<file path="config.mk">
export PLATFORM = sky130hd
export DESIGN_NAME = uart_tx
export DESIGN_NICKNAME = d
export VERILOG_FILES = /design/src/rtl/uart_tx_pkg.sv /design/src/rtl/uart_baud_tick.sv /design/src/rtl/uart_tx.sv
export SDC_FILE = /design/constraint.sdc
export NUM_CORES = 1
export LEC_CHECK = 0
export ABC_AREA = 1
export CORE_MARGIN = 5
export CORE_UTILIZATION = 50
export DETAILED_ROUTE_END_ITERATION = 6
export PLACE_DENSITY = 0.81
export SLEW_MARGIN = 5
export SYNTH_ARGS = -nofsm -noshare
export SYNTH_HDL_FRONTEND = slang
export SYNTH_SLANG_ARGS = --single-unit
</file>
<file path="constraint.sdc">
create_clock -name i_clk -period 1.6 [get_ports i_clk]
set_clock_uncertainty 0.05 [all_clocks]
set_input_delay 0.48 -clock i_clk [delete_from_list [all_inputs] [get_ports i_clk]]
set_output_delay 0.48 -clock i_clk [all_outputs]
set_load 0.02 [all_outputs]
</file>
<file path="src/rtl/uart_tx_pkg.sv">
// Shared constants and helpers for the 8N1 UART transmitter.
package uart_tx_pkg;

  localparam int DATA_BITS = 8;

  function automatic int baud_div(input int clk_hz, input int baud);
    return clk_hz / baud;
  endfunction

endpackage

</file>
<file path="src/rtl/uart_baud_tick.sv">
// Bit-period divider: pulses tick on the last cycle of every div-cycle bit slot.
module uart_baud_tick #(
  parameter int div = 10
) (
  input  logic clk,
  input  logic resetn,
  input  logic restart,
  input  logic run,
  output logic tick
);

  localparam int CNT_W = $clog2(div) + 1;
  localparam logic [CNT_W-1:0] CNT_LAST = CNT_W'(div - 1);

  logic [CNT_W-1:0] cnt;

  assign tick = run && (cnt == CNT_LAST);

  // Reloading on tick keeps the counter inside 0..div-1.
  always_ff @(posedge clk or negedge resetn) begin
    if (!resetn) begin
      cnt <= '0;
    end else if (restart || tick) begin
      cnt <= '0;
    end else if (run) begin
      cnt <= cnt + 1'b1;
    end
  end

endmodule

</file>
<file path="src/rtl/uart_tx.sv">
// 8N1 UART transmitter: one byte per frame, start bit driven on the accepting edge.
module uart_tx
  import uart_tx_pkg::*;
#(
  parameter int clk_freq_hz = 100_000_000,
  parameter int baud_rate   = 1_000_000
) (
  input  logic                 i_clk,
  input  logic                 i_resetn,
  input  logic [DATA_BITS-1:0] i_data,
  input  logic                 i_valid,
  output logic                 o_ready,
  output logic                 o_uart_tx
);

  localparam int DIV   = baud_div(clk_freq_hz, baud_rate);
  localparam int IDX_W = $clog2(DATA_BITS);
  localparam logic [IDX_W-1:0] BIT_LAST = IDX_W'(DATA_BITS - 1);

  localparam logic [1:0] ST_IDLE  = 2'd0;
  localparam logic [1:0] ST_START = 2'd1;
  localparam logic [1:0] ST_DATA  = 2'd2;
  localparam logic [1:0] ST_STOP  = 2'd3;

  typedef enum logic [1:0] {
    IDLE  = ST_IDLE,
    START = ST_START,
    DATA  = ST_DATA,
    STOP  = ST_STOP
  } state_t;

  if (DIV < 2) begin : g_bad_div
    $fatal(1, "uart_tx: clk_freq_hz / baud_rate must be at least 2");
  end

  state_t               state;
  logic [IDX_W-1:0]     bit_idx;
  logic [DATA_BITS-1:0] shift;
  logic                 accept;
  logic                 tick;

  assign accept = (state == IDLE) && i_valid;

  uart_baud_tick #(
    .div(DIV)
  ) u_baud (
    .clk    (i_clk),
    .resetn (i_resetn),
    .restart(accept),
    .run    (state != IDLE),
    .tick   (tick)
  );

  // The line is updated on the same edge as the state change, so every
  // level lasts exactly one divider period and the line never glitches.
  always_ff @(posedge i_clk or negedge i_resetn) begin
    if (!i_resetn) begin
      state     <= IDLE;
      bit_idx   <= '0;
      shift     <= '0;
      o_uart_tx <= 1'b1;
      o_ready   <= 1'b1;
    end else begin
      case (state)
        IDLE: begin
          if (i_valid) begin
            state     <= START;
            shift     <= i_data;
            o_uart_tx <= 1'b0;
            o_ready   <= 1'b0;
          end
        end
        START: begin
          if (tick) begin
            state     <= DATA;
            bit_idx   <= '0;
            o_uart_tx <= shift[0];
            shift     <= shift >> 1;
          end
        end
        DATA: begin
          if (tick) begin
            if (bit_idx == BIT_LAST) begin
              state     <= STOP;
              o_uart_tx <= 1'b1;
            end else begin
              bit_idx   <= bit_idx + 1'b1;
              o_uart_tx <= shift[0];
              shift     <= shift >> 1;
            end
          end
        end
        STOP: begin
          if (tick) begin
            state   <= IDLE;
            o_ready <= 1'b1;
          end
        end
        default: state <= IDLE;
      endcase
    end
  end

endmodule

</file>
# Word level (Yosys, flattened, before mapping)
# Cells that the tools add are included.
[word_totals]
elab_cells = 57
ff_bits = 23
inputBits = 11
output_inout_bits = 2
[classes]
add_sub_neg = 2
reduce_logical = 14
n_eq_ne = 11
muxes = 24
[op_table]
columns = ["cell", "n"]
rows = [
  ["8-bit 2-to-1 mux", 6],
  ["8-bit case mux with 3 select lines", 1],
  ["2-bit 2-to-1 mux", 5],
  ["5-bit AND reduction", 2],
  ["3-bit 2-to-1 mux", 3],
  ["8-bit by 1-bit adder with 8-bit output, second input constant", 1],
  ["8-bit by 7-bit equality test with 1-bit output, second input constant", 1],
  ["2-bit case mux with 4 select lines", 1],
  ["4-bit AND reduction", 2],
  ["2-bit nonzero test", 4],
  ["2-bit by 1-bit != test with 1-bit output, second input constant", 3],
  ["2-bit != test, second input constant", 3],
  ["3-bit case mux with 2 select lines", 1],
  ["1-bit 2-to-1 mux", 5],
  ["2-bit equality test, second input constant", 2],
  ["3-bit by 1-bit adder with 3-bit output, second input constant", 1],
  ["3-bit equality test, second input constant", 1],
  ["1-bit case mux with 3 select lines", 1],
  ["3-bit AND reduction", 1],
  ["3-bit nonzero test", 1],
  ["2-bit by 1-bit equality test with 1-bit output, second input constant", 1],
  ["1-bit logical AND", 2],
  ["2-bit logical NOT", 1],
  ["1-bit case mux with 2 select lines", 1],
  ["1-bit logical OR", 1],
]

# Logic depth before layout (Yosys ltp)
[depth]
word_depth = 4
ltp_mapped = 9
ltp_nobuf = 9

# Cells and area by module
# A second synthesis with hierarchy kept.
[hier_totals]
hier_cells = 187
area_unflattened_um2 = 1426.4
[modules_own_cells]
columns = ["module", "area_each_um2", "cells_each", "n_inst", "seq_area_each_um2"]
rows = [
  ["uart_tx", 949.7, 121, 1, 377.9],
  ["uart_baud_tick", 476.7, 66, 1, 200.2],
]

# Least setup slack after synthesis
# OpenSTA, ideal clock, no wires.
[synth_path]
path_type = "flip-flop to flip-flop"
from = "reg state[0]"
to = "reg state[0]"
setup_time_ns = 0.117
synth_period_minus_slack_ns = 1.531
path_stages_with_launch = 10
arrival_ns = 1.364
n_path_buf = 0
required_time_ns = 1.433
setup_slack_ns = 0.069
cell_sequence = "dfrtp_1 > inv_1 > ha_1 > inv_2 > nor2_4 > or2_2 > nand2_1 > nand3_1 > nand2_1 > nand2_1"
[synth_via]
elab_chain_len = 4
elab_cells_between_ends = 13
cone_classes = "8 x eq/ne; 1 x mux; 4 x reduce/logical"
[synth_lines]
columns = ["item", "line", "source"]
rows = [
  ["start: declaration", "uart_tx.sv:36", "state_t state;"],
  ["start signal: assignment", "uart_tx.sv:58", "state <= IDLE;"],
  ["start signal: assignment", "uart_tx.sv:67", "state <= START;"],
  ["start signal: assignment", "uart_tx.sv:75", "state <= DATA;"],
  ["2-bit nonzero test", "uart_tx.sv:50", ".run (state != IDLE),"],
  ["1-bit logical AND", "uart_baud_tick.sv:17", "assign tick = run && (cnt == CNT_LAST);"],
  ["2-bit by 1-bit != test with 1-bit output (no line)", "-", ""],
  ["5-bit AND reduction (no line)", "-", ""],
]
# Several ways; a longest one is shown, not always the timed one.
# A chain may end at the register's enable or synchronous reset.

# Final worst setup path
[layout_path]
from = "reg state[1]"
to = "reg shift[4]"
[layout_via]
elab_chain_len = 4
elab_cells_between_ends = 12
cone_classes = "6 x eq/ne; 1 x mux; 5 x reduce/logical"
[layout_lines]
columns = ["item", "line", "source"]
rows = [
  ["2-bit nonzero test", "uart_tx.sv:50", ""],
  ["1-bit logical AND", "uart_baud_tick.sv:17", ""],
  ["2-bit by 1-bit != test with 1-bit output (no line)", "-", ""],
  ["5-bit AND reduction (no line)", "-", ""],
  ["end signal: assignment", "uart_tx.sv:68", "shift <= i_data;"],
  ["end signal: assignment", "uart_tx.sv:78", "shift <= shift >> 1;"],
  ["end signal: assignment", "uart_tx.sv:89", "shift <= shift >> 1;"],
  ["end: declaration", "uart_tx.sv:38", "logic [DATA_BITS-1:0] shift;"],
]
# Several ways; a longest one is shown, not always the timed one.

==> flow_summary.yaml <==
synth:
  synth.distinct_cells: 26
  ys_ff_latch: 23
  synth.yosys.seq_area_share_pct: 43.8
  netlist_area_um2: 1320
  postSynthCellCount: 152
  syn_nets: 170
  ys.warnings.count: 0
  avgSynthCellArea_um2: 8.69
clocking:
  clock_latency_ns: 0.31
  clock_path_buffers: 2
  cts_tree: "yes"
  cts_buffers: 3
  h-tree-depth: 1
  cts.clk_slew.worst_paths_ns: 0.13
  ctsHoldBuffers: 0
  clock_sink_count: 23
  root_buffer: "clkbuf_4"
layout:
  num-fill-cells: 167
  nNetsFinal: 205
  area_delta_synth_final_pct: 38.4
  mostFrequentLayoutCells: "nand2_1, dfrtp_1, buf_4"
  final_common_cell: "nand2_1"
  fin_cells: 216
  ff_latch_area_um2: 579
  drive_gt1_share_pct: 34.9
  antenna_cells: 0
  multiInputGateArea_um2: 807
worst_setup_path:
  critPathKind: "flop to flop"
  crit_arrival_ns: 1.76
  start_kind: "flop"
  crit_slowest_cell: "dfrtp_2"
  path_buf_inv: 1
  slowest_delay_ns: 0.48
  crit_chain: "buf_12 > ha_4 > or2_4 > nand2_8 > nand3_4 > nand2_2 > nand2_1"
  required_ns: 1.77
  cp_top_family: "simple AND/OR/NAND/NOR gates"
  cp-end-kind: "flop"
  worstPathMaxFanout: 8
sta:
  grt_setup_unrepaired: "true"
  relSlewSlack_pct: 84.2
  timing.fmax_mhz: 628
  final.min_clock_period_ns: 1.59
  setup_violations: 0
  worst_slew_pin_slew_ns: 0.237
  drv_slew: 0
  setup_tns_ns: 0
  final.setup.worst_slack_ns: 0.00638
  finalHoldViolations: 0
  final.period_utilization_pct: 99.6
global_route:
  grt_pass1_vias: 1205
  grt_remaining_overflow: 0
  met3_usage_pct: 3.98
  grt_max_degree: 24
  grt_antenna_before_repair: 0
  grt_util_met1_pct: 20.3
  grt_pass1_wl_um: 4970
  grt.total_usage_pct: 17.7
  busiest_layer: "met2"
  use_met2_pct: 32.2
power_and_ir_drop:
  p_leak_nw: 0.862
  p_per_area_nw_per_um2: 1970
  ir_drop_v: 0.00128
placement:
  hpwlAfterDp_um: 2130
  port_buffers: 12
  gp_congestion: 0.807
  place_ws_ns: -0.218
  dp_cells: 205
detailed_routing:
  drtIter0Drc: 80
  vias_per_cell: 5.49
  drc_errors: 0
  ant_nets: 0
  via_count: 1185
  routedWlPerCell_um: 14.9
  firstDrtPassIters: 5
  routed_wl_um: 3210
floorplanning:
  rows: 18
  ios: 13
  dieHeight_um: 61.4
  die_area_um2: 3770
  initial_core_util_pct: 52.9
  die_w_um: 61.4
  core-area_um2: 2500
job:
  drv_cap: 0
status:
  status: "finished clean"
hold_path:
  worstHoldPathType: "input port to asynchronous set/reset pin"
[final cells by class]
cell class | instances | share of cell area (%)
repair buffers | 32 | 17.9
inverters | 12 | 2.87
multi-input cells | 115 | 44.1
flip-flops and latches | 23 | 31.7
well taps | 30 | 2.05
clock buffers | 4 | 1.44
[worst register-to-register path: stages (launching register included)]
cell and delay [ns]:
dfrtp_2 0.48, buf_12 0.15, ha_4 0.17, or2_4 0.26, nand2_8 0.11, nand3_4 0.14, nand2_2 0.10, nand2_1 0.06
[power by group]
| group | internal, mW | switching [mW] |
|---|---|---|
| clock | 0.0972 | 0.178 |
| combinational | 1.22 | 1.18 |
| sequential | 0.774 | 0.161 |
| total | 2.09 | 1.52 |
[per-layer routing]
metal,wire (um),part of all wire (%)
met1,1310,41
met2,1710,53
met3,122,3.8
met4,65,2.0
met5,0,0
[cell families (layout without fill, tap and decap cells)]
| family | after synthesis | after routing | share of synthesized area (%) |
|---|---|---|---|
| adder cells (fa/ha/maj) | 7 | 7 | 6.63 |
| AO/OA/AOI/OAI | 11 | 11 | 5.40 |
| XOR/XNOR | 4 | 4 | 2.65 |
| buffers and inverters | 14 | 48 | 4.92 |
| AND/OR/NAND/NOR | 86 | 86 | 30.7 |
| multiplexers | 7 | 7 | 5.97 |
| flip-flops | 23 | 23 | 43.7 |
[flip-flops by register name (all words and copies together) (netlist names)]
name        cells
shift           8
u_baud.cnt      8
bit_idx         3
state           2
o_ready         1
o_uart_tx       1
[what timing repair did]
action | in CTS | in global routing
gates cloned | 0 | 0
endpoints found under the setup margin | 15 | 15
buffers inserted | 4 | 3
gates resized for setup | 21 | 25
pin swaps | 3 | 12
[final timing paths]
path	from	to	slack, ns	depth (start not counted)
min	i_resetn	bit_idx[2]	0.44	2
min reg2reg	shift[3]	shift[3]	0.44	2
min in group i_clk	shift[3]	shift[3]	0.44	2
max in group asynchronous	i_resetn	o_ready	0.83	2
max	state[1]	shift[4]	0.006	7
max reg2reg	state[1]	shift[4]	0.006	7
[Yosys cell counts (all sizes together)]
cell	number	area share (%)
nor2	12	4.2
buf	2	1.5
nand3	6	3.6
mux2	7	6.0
ha	7	6.6
nand2	54	16
xnor2	2	1.3
dfrtp	21	40
dfstp	2	4.0
inv	12	3.4
a22o	1	0.66
a21oi	3	2.0
nor3	1	1.2
o21ai	6	2.3
o22ai	1	0.47
or2	3	1.4
nand4	10	4.7
xor2	2	1.3
[stage by stage]
step | hold slack [ns] | area, um2 | total power, mW | utilization [%]
floorplan | 0.134 | 1320 | 2.06 | -
global placement | 0.398 | 1590 | 2.57 | 63.8
detailed placement | 0.408 | 1590 | 2.67 | 63.8
CTS | 0.436 | 1710 | 3.23 | 68.4
global route | 0.455 | 1830 | 3.82 | 73.2
finish | 0.442 | 1830 | 3.61 | 73.2
Power figures use the tool's default switching activity.
==> RTL change 1, RTL diff (same settings) <==
`baud_rate`: 1_000_000 -> 500_000.
--- a/src/rtl/uart_tx.sv
+++ b/src/rtl/uart_tx.sv
@@ -5,3 +5,3 @@
   parameter int clk_freq_hz = 100_000_000,
-  parameter int baud_rate   = 1_000_000
+  parameter int baud_rate   = 500_000
 ) (
Behaviour: same outputs for any inputs over 10 cycles, from zero or initial values and one cycle with i_resetn low; that may be too few to reach the edited logic, so the function may still have changed.
==> RTL change 1 against the original RTL <==
Register-to-register slack better by 50 ps; synthesized area is 9.4% higher; wire length is 3.2% lower; sequential power is 2% lower; count of clock-buffer cells in the layout is 1 lower; utilization is 3.6 points lower; cell area is 4.9% higher; maximum frequency is 2.9% higher; sequential cell count is 1 higher; combinational power is 15% lower; worst hold slack worse by 13 ps; setup slack better by 44 ps; power is 5.5% lower; largest power group unchanged.
==> RTL change 1: results (changes against the original RTL) <==
Layout
  • Fill cell count: 204 (was 167)
  • Biggest regs: u_baud.cnt: 9 flops, shift: 8 flops, bit_idx: 3 flops (was shift: 8 flops, u_baud.cnt: 8 flops, bit_idx: 3 flops)
  • Final instance count without filler cells: 255 (was 216)
  • Layout cell share with drive strength beyond 1: 27.2% (was 34.9%)

Power
  • P_comb: 2050 uW (was 2400 uW)
  • Static Leak: 0.000970 uW (was 0.000862 uW)
  • Cell area power density: 1780 mW/mm2 (was 1970 mW/mm2)
  • Clock group: 447 uW (was 275 uW)

Logic synthesis
  • Most frequent cells after synthesis: sky130_fd_sc_hd__nand2_1 (63), sky130_fd_sc_hd__dfrtp_1 (22), sky130_fd_sc_hd__inv_1 (21) (was sky130_fd_sc_hd__nand2_1 (53), sky130_fd_sc_hd__dfrtp_1 (21), sky130_fd_sc_hd__inv_1 (10), sky130_fd_sc_hd__nand4_1 (10), sky130_fd_sc_hd__nor2_1 (10))
  • Multiplexer share of the synthesized area: 0% (was 5.97%)
  • Synthesized instance count: 192 (was 152)
  • Unique cell type count in the Yosys netlist: 27 (was 26)
  • Synthesized-area fraction occupied by adder cells: 6.06% (was 6.63%)
  • Number of nets produced by synthesis: 210 (was 170)
  • Xor/xnor cell area share of the yosys netlist: 1.21% (was 2.65%)
  • Synth Area in Compound Gates: 5.19% (was 5.40%)

GRT
  • GRT met2 Usage: 24.6% (was 32.2%)
  • Via count of the first global-routing pass: 1183 (was 1205)
  • Met3 track utilization from global routing: 3.15% (was 3.98%)
  • Wire length of the first global-routing pass: 5010 um (was 4970 um)

Worst setup path
  • Largest delay share family, worst path: flip-flops (was simple AND/OR/NAND/NOR gates)
  • Worst R2R Path Depth: 8 (was 7)
  • Endpoint of the worst setup timing path: o_uart_tx (was shift[4])
  • Reg-to-reg startpoint: state[0] (was state[1])
  • Critical register-to-register path endpoint: state[1] (was shift[4])

CTS
  • Post-CTS setup buffers: 0 (was 4)
  • Post-cts resize count: 9 (was 21)

Place
  • Post-placement cell area: 0.00172 mm2 (was 0.00159 mm2)
  • Cell Count Post-Placement: 244 (was 205)
  • Gpl congestion: 0.872 (was 0.807)

Drt
  • Routed vias/inst: 5.15 (was 5.49)
  • Length of routed met3 wiring: 116 um (was 122 um)
  • Metal-1 WL: 1350 um (was 1310 um)
  • Starting DRT DRC Count: 86 (was 80)

Outcome
  • Result of the run: completed (unchanged)
RTL change 1: cell count changes after synthesis, sizes merged, moves of 2 or more:
cell and change:
inv +16, nand2 +11, nor2 +8, mux2 -7
nand3 +7, o21ai +7, or2 -2, xnor2 -2
RTL change 1: layout make-up:
| cell class | instances | area (um2) | share of cell area (%) |
|---|---|---|---|
| tap | 31 | 38.8 | 2.02 |
| timing repair buffer | 31 | 299 | 15.6 |
| sequential | 24 | 603 | 31.4 |
| inverter | 28 | 113 | 5.87 |
| clock inverter | 1 | 30.0 | 1.56 |
| clock buffer | 3 | 22.5 | 1.17 |
| multi-input combinational | 137 | 813 | 42.4 |
RTL change 1: worst min-delay path by stage:
stage | endpoint | slack [ps] | depth (start not counted)
floorplan | bit_idx[0] | 130 | 0
global placement | shift[3] | 410 | 2
detailed placement | shift[3] | 410 | 2
CTS | u_baud.cnt[6] | 430 | 2
global route | u_baud.cnt[6] | 410 | 2
finish | u_baud.cnt[6] | 430 | 2
==> RTL change 2, RTL diff (config.mk and constraints unchanged) <==
Made on the original files. Make the reset (`i_resetn` and `resetn`) synchronous in 2 clocked blocks.
--- a/src/rtl/uart_baud_tick.sv
+++ b/src/rtl/uart_baud_tick.sv
@@ -19,3 +19,3 @@
   // Reloading on tick keeps the counter inside 0..div-1.
-  always_ff @(posedge clk or negedge resetn) begin
+  always_ff @(posedge clk) begin
     if (!resetn) begin
--- a/src/rtl/uart_tx.sv
+++ b/src/rtl/uart_tx.sv
@@ -55,3 +55,3 @@
   // level lasts exactly one divider period and the line never glitches.
-  always_ff @(posedge i_clk or negedge i_resetn) begin
+  always_ff @(posedge i_clk) begin
     if (!i_resetn) begin
Behaviour: differs if i_resetn is asserted again (counterexample within 4 cycles, from zero or initial values and one cycle with i_resetn low); with i_resetn held inactive, the same outputs for 10 cycles.
==> RTL change 2 against the original RTL <==
Count of clock-buffer cells in the layout decreased by 1; power decreased by 16%; synthesized area decreased by 3.1%; via count increased by 4.3%; wire length decreased by 9.0%; cell area decreased by 11%; setup slack improved by 46 ps; sequential cell count unchanged; critical path type is now reg2out; largest power group unchanged; highest routed layer unchanged.
==> RTL change 2: results (changes against the original RTL) <==
Worst setup path
  • Reg-to-reg startpoint: state[1] (unchanged)
  • Critical path's largest stage delay: 360 ps (was 480 ps)
  • Critical path data arrival time: 1020 ps (was 1760 ps)
  • Master of the slowest instance on the critical path: sky130_fd_sc_hd__dfxtp_1 (was sky130_fd_sc_hd__dfrtp_2)
  • Endpoint of the worst setup timing path: o_ready (was shift[4])
  • Largest delay share family, worst path: flip-flops (was simple AND/OR/NAND/NOR gates)
  • Critical Path Source: o_ready (was state[1])
  • Worst R2R Path Depth: 10 (was 7)
  • Critical register-to-register path endpoint: shift[0] (was shift[4])

CTS
  • Clock latency of the later-clocked register in the worst-skew pair: 330 ps (was 310 ps)
  • Clk pin slew, worst setup/hold paths: 140 ps

Place
  • Post-Place Setup Slack: -141 ps (was -218 ps)
  • Sum of net half-perimeters after detailed placement: 2060 um (was 2130 um)
  • Gpl congestion: 0.815 (was 0.807)

Outcome
  • Result of the run: completed (unchanged)

Layout
  • Layout cell share with drive strength beyond 1: 22.9% (was 34.9%)
  • Fill cell count: 214 (was 167)

Logic synthesis
  • Sequential-to-total area share from yosys stat: 36.0% (was 43.8%)
  • Unique cell type count in the Yosys netlist: 23 (was 26)
  • Fraction of synthesis flops using an asynchronous set or reset pin: 0% (was 100%)
  • Number of nets produced by synthesis: 196 (was 170)
  • Most frequent cells after synthesis: sky130_fd_sc_hd__nand2_1 (56), sky130_fd_sc_hd__dfxtp_1 (23), sky130_fd_sc_hd__a21oi_1 (17), sky130_fd_sc_hd__inv_1 (17) (was sky130_fd_sc_hd__nand2_1 (53), sky130_fd_sc_hd__dfrtp_1 (21), sky130_fd_sc_hd__inv_1 (10), sky130_fd_sc_hd__nand4_1 (10), sky130_fd_sc_hd__nor2_1 (10))
  • Synthesized instance count: 177 (was 152)
  • Ranking of synthesized cells by area: sky130_fd_sc_hd__dfxtp_1 (36%), sky130_fd_sc_hd__nand2_1 (16%), sky130_fd_sc_hd__ha_1 (7.8%) (was sky130_fd_sc_hd__dfrtp_1 (40%), sky130_fd_sc_hd__nand2_1 (15%), sky130_fd_sc_hd__ha_1 (6.6%))

Power
  • Combinational group share of total power: 64.2% (was 66.5%)
  • Total power consumption of the routed design: 3040 uW (was 3610 uW)
  • Switching share of power: 46.9% (was 42.1%)
  • Worst VDD drop: 1.26 mV (was 1.28 mV)
  • Share of power burned in the clock network: 9.5% (was 7.6%)

Hold path
  • Source of the worst hold timing path: shift[1]
  • Kind of path behind the tightest hold check: reg2reg (was in2async)

Drt
  • Number of detailed-route iterations in the first pass: 4 (was 5)
  • Routed vias/inst: 5.26 (was 5.49)
  • Routed WL per cell: 12.4 um (was 14.9 um)
  • Vias: 1236 (was 1185)

GRT
  • Aggregate global-route resource usage: 15.7% (was 17.7%)
  • Pin count of the biggest net entering global routing: 17 (was 24)

STA
  • Worst-case hold slack: 425 ps (was 442 ps)
  • Max_slew headroom: 84.3% (was 84.2%)
  • Fmax: 646 MHz (was 628 MHz)
## RTL change 2: cell types whose count changed in the layout (fill, tap and decap cells not counted), sizes merged, moves of 7 or more
cell   before  now
buf        22   13
dfxtp       0   23
a21oi       3   17
dfrtp      21    0
mux2        7    0
nand2      54   63
inv        12   21
## RTL change 2: metrics by stage
| stage | area, um2 | setup TNS, ps |
|---|---|---|
| 4_1_cts | 1530 | 0 |
| 2_1_floorplan | 1280 | 0 |
| 6_report | 1620 | 0 |
| 3_5_place_dp | 1500 | -1180 |
| 5_1_grt | 1620 | -14.7 |
| 3_3_place_gp | 1500 | -801 |
## RTL change 2: final cells by class
class	instances	share of cell area [%]
repair buffers	25	13.8
multi-input cells	131	48.0
clock buffers	3	1.39
inverters	22	5.48
clock inverters	1	0.463
well taps	30	2.31
flip-flops and latches	23	28.5
## RTL change 2: kinds of logic (layout without fill, tap and decap cells)
kind of cell	count (synthesis)	after routing	share of synthesized area [%]
adders and majority gates	8	8	7.82
AOI/OAI and AO/OA	22	22	8.80
DFF	23	23	36.0
xor gates and xnor gates	1	1	0.684
and+or+nand+nor	97	100	37.0
buffers and inverters	26	51	9.77
## RTL change 2: layer usage
layer | GRT usage, % | vias to the layer above | part of all wire (%)
li1 | - | 637 | -
met1 | 18.0 | 570 | 44
met2 | 27.0 | 21 | 51
met3 | 4.47 | 8 | 3.2
met4 | 6.81 | 0 | 2.3
met5 | 0 | - | 0
## RTL change 2: repair_timing
item / in CTS / in global routing
cloned: 0 / 3
pin swaps: 0 / 3
buffers inserted: 0 / 1
setup endpoints to repair: 7 / 15
endpoints found under the hold margin: 0 / 0
resized for setup: 4 / 19
